### config.mk
export PLATFORM = sky130hd
export DESIGN_NAME = phy_b2b_lane_channel
export DESIGN_NICKNAME = d
export VERILOG_FILES = /design/src/rtl/phy_b2b_lane_channel.sv
export SDC_FILE = /design/constraint.sdc
export NUM_CORES = 1
export LEC_CHECK = 0
export ABC_CLOCK_PERIOD_IN_PS = 3650
export CORE_UTILIZATION = 53
export CTS_CLUSTER_DIAMETER = 60
export CTS_CLUSTER_SIZE = 10
export DETAILED_ROUTE_END_ITERATION = 6
export PLACE_DENSITY = 0.77
export SLEW_MARGIN = 20
export SYNTH_ARGS = -nofsm -noshare
export SYNTH_HDL_FRONTEND = slang
export SYNTH_SLANG_ARGS = --single-unit
### constraint.sdc
create_clock -name clk_i -period 3.65 [get_ports clk_i]
set_input_delay 1.095 -clock clk_i [delete_from_list [all_inputs] [get_ports clk_i]]
set_output_delay 1.095 -clock clk_i [all_outputs]
set_load 0.1 [all_outputs]
### src/rtl/phy_b2b_lane_channel.sv
// rtl/phy_b2b_lane_channel.sv - N-lane back-to-back PHY channel with lane skew, reversal and link FSM
// Two directions (0 = US->DS, 1 = DS->US) share one shadow config, one FSM and one error counter.
module phy_b2b_lane_channel #(
  parameter int                LANES     = 4,
  parameter int                DATA_W    = 10,
  parameter int                MAX_DLY   = 8,
  parameter logic [DATA_W-1:0] ALIGN_SYM = 10'h17C,
  parameter int                ALIGN_CNT = 4,
  parameter int                TIMEOUT   = 1024,
  localparam int               DLY_W     = $clog2(MAX_DLY + 1)
) (
  input  logic                    clk_i,
  input  logic                    rst_i,
  input  logic                    cfg_en_i,
  input  logic                    cfg_rev_i,
  input  logic [LANES*DLY_W-1:0]  cfg_dly_i,
  input  logic [LANES*DATA_W-1:0] us_tx_data_i,
  input  logic [LANES-1:0]        us_tx_vld_i,
  output logic [LANES*DATA_W-1:0] ds_rx_data_o,
  output logic [LANES-1:0]        ds_rx_vld_o,
  input  logic [LANES*DATA_W-1:0] ds_tx_data_i,
  input  logic [LANES-1:0]        ds_tx_vld_i,
  output logic [LANES*DATA_W-1:0] us_rx_data_o,
  output logic [LANES-1:0]        us_rx_vld_o,
  output logic [1:0]              link_state_o,
  output logic                    link_up_o,
  output logic [7:0]              retry_cnt_o,
  output logic [15:0]             err_cnt_o
);
  localparam int NSTG = MAX_DLY + 1;
  localparam int ACW  = $clog2(ALIGN_CNT + 1);
  localparam int TCW  = $clog2(TIMEOUT + 1);

  typedef enum logic [1:0] {ST_DOWN = 2'd0, ST_ALIGN = 2'd1, ST_UP = 2'd2} state_e;

  state_e            state_q, state_d;
  logic              rev_q, rev_d;
  logic [DLY_W-1:0]  dly_q [LANES];
  logic [DLY_W-1:0]  dly_d [LANES];
  logic [DATA_W-1:0] dat_q [2][LANES][NSTG];
  logic [NSTG-1:0]   vld_q [2][LANES];
  logic [DATA_W-1:0] in_dat [2][LANES];
  logic [LANES-1:0]  in_vld [2];
  logic [DATA_W-1:0] tap_dat [2][LANES];
  logic [LANES-1:0]  tap_vld [2];
  logic [ACW-1:0]    acnt_q [2][LANES];
  logic [ACW-1:0]    acnt_upd [2][LANES];
  logic [TCW-1:0]    tmr_q;
  logic [7:0]        retry_q;
  logic [15:0]       err_q;
  logic [1:0]        mis;
  logic [16:0]       err_sum;
  logic              all_aligned, timeout, enter_align, flush;

  assign timeout     = (state_q == ST_ALIGN) && (tmr_q == TCW'(TIMEOUT - 1));
  assign enter_align = (state_q == ST_DOWN) && (state_d == ST_ALIGN);
  // Flushing on either side of DOWN drops both in-flight and newly offered symbols.
  assign flush       = (state_q == ST_DOWN) || (state_d == ST_DOWN);

  always_ff @(posedge clk_i) begin
    if (rst_i) state_q <= ST_DOWN;
    else       state_q <= state_d;
  end

  always_comb begin
    state_d = state_q;
    case (state_q)
      ST_DOWN:  if (cfg_en_i) state_d = ST_ALIGN;
      ST_ALIGN: begin
        if (!cfg_en_i || timeout) state_d = ST_DOWN;
        else if (all_aligned)     state_d = ST_UP;
      end
      ST_UP:    if (!cfg_en_i) state_d = ST_DOWN;
      default:  state_d = ST_DOWN;
    endcase
  end

  always_comb begin
    link_state_o = state_q;
    link_up_o    = (state_q == ST_UP);
    retry_cnt_o  = retry_q;
    err_cnt_o    = err_q;
    ds_rx_data_o = '0;
    us_rx_data_o = '0;
    ds_rx_vld_o  = tap_vld[0];
    us_rx_vld_o  = tap_vld[1];
    for (int j = 0; j < LANES; j++) begin
      ds_rx_data_o[j*DATA_W +: DATA_W] = tap_dat[0][j];
      us_rx_data_o[j*DATA_W +: DATA_W] = tap_dat[1][j];
    end
  end

  always_comb begin
    logic [DLY_W-1:0] raw;
    raw   = '0;
    rev_d = enter_align ? cfg_rev_i : rev_q;
    dly_d = dly_q;
    for (int j = 0; j < LANES; j++) begin
      raw = cfg_dly_i[j*DLY_W +: DLY_W];
      if (enter_align) dly_d[j] = (raw > DLY_W'(MAX_DLY)) ? DLY_W'(MAX_DLY) : raw;
    end
  end

  // Delay lines are indexed by destination lane; reversal is applied at the input.
  always_comb begin
    int src;
    src    = 0;
    in_dat = '{default: '0};
    in_vld = '{default: '0};
    for (int j = 0; j < LANES; j++) begin
      src          = rev_q ? (LANES - 1 - j) : j;
      in_dat[0][j] = us_tx_data_i[src*DATA_W +: DATA_W];
      in_vld[0][j] = us_tx_vld_i[src];
      in_dat[1][j] = ds_tx_data_i[src*DATA_W +: DATA_W];
      in_vld[1][j] = ds_tx_vld_i[src];
    end
  end

  always_ff @(posedge clk_i) begin
    for (int d = 0; d < 2; d++) begin
      for (int j = 0; j < LANES; j++) begin
        if (rst_i || flush) begin
          vld_q[d][j] <= '0;
          for (int k = 0; k < NSTG; k++) dat_q[d][j][k] <= '0;
        end else begin
          vld_q[d][j]    <= {vld_q[d][j][NSTG-2:0], in_vld[d][j]};
          dat_q[d][j][0] <= in_dat[d][j];
          for (int k = 1; k < NSTG; k++) dat_q[d][j][k] <= dat_q[d][j][k-1];
        end
      end
    end
  end

  always_comb begin
    tap_dat     = '{default: '0};
    tap_vld     = '{default: '0};
    acnt_upd    = acnt_q;
    all_aligned = 1'b1;
    for (int d = 0; d < 2; d++) begin
      for (int j = 0; j < LANES; j++) begin
        tap_dat[d][j] = dat_q[d][j][dly_q[j]];
        tap_vld[d][j] = vld_q[d][j][dly_q[j]];
        if (tap_vld[d][j]) begin
          if (tap_dat[d][j] != ALIGN_SYM)           acnt_upd[d][j] = '0;
          else if (acnt_q[d][j] < ACW'(ALIGN_CNT)) acnt_upd[d][j] = acnt_q[d][j] + 1'b1;
        end
        if (acnt_upd[d][j] < ACW'(ALIGN_CNT)) all_aligned = 1'b0;
      end
    end
    for (int d = 0; d < 2; d++) mis[d] = (|tap_vld[d]) && !(&tap_vld[d]);
    err_sum = {1'b0, err_q} + {15'd0, 2'({1'b0, mis[0]}) + 2'({1'b0, mis[1]})};
  end

  always_ff @(posedge clk_i) begin
    if (rst_i) begin
      rev_q   <= 1'b0;
      dly_q   <= '{default: '0};
      acnt_q  <= '{default: '0};
      tmr_q   <= '0;
      retry_q <= '0;
      err_q   <= '0;
    end else begin
      rev_q  <= rev_d;
      dly_q  <= dly_d;
      acnt_q <= enter_align ? '{default: '0} : acnt_upd;
      tmr_q  <= (state_q == ST_ALIGN) ? tmr_q + 1'b1 : '0;
      if (timeout && cfg_en_i && retry_q != 8'hFF) retry_q <= retry_q + 1'b1;
      if (state_q == ST_UP) err_q <= err_sum[16] ? 16'hFFFF : err_sum[15:0];
    end
  end

endmodule
==> run summary, run 1 <==
Outcome - complete, no violations
Least-Margin Pin Slew - 0.783 ns
RSZ-0062 raised after global routing - true
Fmax - 280 MHz
Post-DP HPWL - 49.5 mm
Total wire length - 74.3 mm
Root Buffer - clkbuf_16
Mapped cell area - 32,100 sq um
DRC viols - 0
Yosys reg bits - 870
Final cell count without fillers - 3,867
VDD IR max - 368 uV
Skew-Pair Late Insertion Delay - 0.64 ns
Rows - 89
Starting density of the core - 54.1%
Slew Limit Headroom - 47.7%
Total gr overflow - 0
Fill count - 4,255
Die area - 61,600 sq um
Setup TNS - 0 ns
TritonCTS Sinks - 870
CTS Buf Count - 97
Syn_nets - 2,994
Max_cap viols - 0
CTS tree - done
Worst slack at placement - -0.0175 ns
Min-Delay Path Class - register to register
YS warnings - 0
Routed Antenna Nets - 0
Post-synth EDFFs - 0
Post-CTS Hold Fix Bufs - 0
Share of cells above drive strength 1 - 17.9%
Final hold vios - 0
Die Ht - 248 um
Vias in the first global route - 21,800
Number of port buffers - 222
Cell Pwr Density - 497 nW/um^2
Critical path data required time - 2.55 ns
Post-synth top flop - dfxtp_1
Total power - 19.6 mW
Dpl cells - 3,747
Sequential element share of the synthesized area - 54.2%
Post-synth cell types - 72
DP Area - 36,400 sq um
Post-Syn Instances - 2,874
Via count - 21,200
Crit Path Max Fanout - 6
Average size of a mapped cell - 11.2 sq um
DRT Pass-1 Iters - 5
Crit Path Class - register to output port
Final setup skew - 0.0143 ns
Gr usage total - 24.1%
Pleak - 15.0 nW
CORE AREA - 59,500 sq um
Worst setup SP type - register
First-pass GRT wire length - 117 mm
Largest net degree at the start of global routing - 172
Io pins - 223
Layout Area Growth over Synthesis - 22.5%
Post-synthesis async set-or-reset flop share - 0%
Final Cell Area - 39,400 sq um
Final Net Count - 3,203
Worst-path clk slew - 0.05 ns
First DRT Iteration DRCs - 1,205
Via/cell ratio - 5.47
Initial antenna violation count - 1
Fin crit period - 3.57 ns
Routed len/inst - 19.2 um
Diode count - 0
Critical path capture point type - output port
Final worst-path cycle share - 97.9%
CP arrival - 2.48 ns
Fin. max-slew vios - 0
Final Worst Setup Slack - 0.0769 ns
Die X - 248 um
CTS max path bufs - 3
Final Setup Violations - 0
RePlAce Congestion - 0.862
H-tree depth - 3
[final timing paths]
path,start,endpoint,slack (ns),cells after the start
max reg2reg,dly_q[0]$_SDFFE_PP0P_,err_cnt_o[6]$_SDFFE_PP0P_,0.09,13
max,dly_q[0]$_SDFFE_PP0P_,us_rx_vld_o[3],0.08,5
min reg2reg,dat_q[1][207]$_SDFF_PP0_,dat_q[1][197]$_SDFF_PP0_,0.44,1
min,dat_q[1][207]$_SDFF_PP0_,dat_q[1][197]$_SDFF_PP0_,0.44,1
[synth_stat cells (37+ instances only)]
| library cell | number | area share [%] |
|---|---|---|
| a21oi_1 | 44 | 0.69 |
| and2_1 | 707 | 14 |
| clkbuf_1 | 121 | 1.4 |
| dfxtp_1 | 870 | 54 |
| mux2_1 | 40 | 1.4 |
| mux2_2 | 37 | 1.3 |
| mux2i_1 | 167 | 5.2 |
| mux4_2 | 111 | 7.8 |
| nand2_1 | 141 | 1.6 |
| nor2_1 | 183 | 2.1 |
| o22ai_1 | 41 | 0.80 |
| o31ai_1 | 41 | 0.96 |
[area by class of cell]
class	instances	area, sq um	area share [%]
Multi-Input combinational cell	1799	14300	36.4
Clock buffer	104	2530	6.42
Sequential cell	870	17500	44.3
Timing Repair Buffer	297	3930	9.97
Inverter	18	86.3	0.219
Clock inverter	6	104	0.264
Tap cell	773	967	2.46
[through the flow]
step	hold WS, ns	utilization (%)
4_1_cts	0.444	66.0
3_3_place_gp	0.427	61.3
3_5_place_dp	0.433	61.3
2_1_floorplan	0.421	-
5_1_grt	0.455	66.2
6_report	0.441	66.2
[power by group]
part           total (mW)  switching [mW]  leakage [nW]  internal, mW
combinational        1.52           0.932          6.73         0.589
clock                8.46            3.55          1.29          4.91
sequential           9.60          0.0578          7.02          9.54
[timing repair]
action / CTS / global route
gates cloned: 3 / 2
resized for setup: 20 / 23
endpoints found under the setup margin: 40 / 56
buffers inserted: 2 / 3
pin swaps: 1 / 2
[kinds of logic (layout without fill, tap and decap cells)]
logic type      Yosys count  count (layout)  synth area share (%)
simple gates           1164            1164                  20.5
flops                   870             870                  54.2
mux                     355             355                  15.7
compound gates          242             242                  5.20
buf+inv                 205             425                  3.25
xor+xnor                 26              26                 0.708
fa+ha+maj                12              12                 0.490
[critical path: stages, from the launching register on]
cell	delay (ns)
dfxtp_4	0.46
mux4_2	0.53
mux2i_1	0.15
o21a_1	0.25
clkinvlp_4	0.22
buf_12	0.22
[flip-flops by register name (all words and copies together), names as in the netlist]
signal        flops
dly_q            16
dat_q           720
acnt_q           24
err_cnt_o        16
link_state_o      2
retry_cnt_o       8
tmr_q            11
rev_q             1
vld_q            72
[routing by layer]
layer,share of wire [%],global-route usage [%],up-vias
li1,-,-,10100
met1,45,32.5,10400
met2,46,38.2,542
met3,5.6,4.68,114
met4,2.8,9.24,0
met5,0,0,-
[placed cells by master (no fill, tap or decap), drive strengths merged, types with 8 or more instances in the layout]
cell,n
nand2,142
nand4,8
o21ai,33
mux4,111
mux2i,167
dfxtp,870
buf,188
nand3b,17
nand2b,18
a211oi,9
inv,14
and2,707
mux2,77
clkbuf,106
xor2,14
ha,11
nand3,16
xnor2,12
a21oi,44
a22o,14
o22ai,41
nor2,183
and3,8
a22oi,8
nor3,10
o31ai,44
clkdlybuf4s50,106
nor2b,20
a21o,10
Note: power is estimated with default switching activity, not from simulation.
==> run 2: changes to the inputs <==
--- a/config.mk
+++ b/config.mk
@@ -6,6 +6,7 @@
 export NUM_CORES = 1
 export LEC_CHECK = 0
 export ABC_CLOCK_PERIOD_IN_PS = 3650
+export CAP_MARGIN = 15
 export CORE_UTILIZATION = 53
 export CTS_CLUSTER_DIAMETER = 60
 export CTS_CLUSTER_SIZE = 10
==> results of run 2 <==
Same layout as run 1: the final DEF is identical, and so are final timing and power.
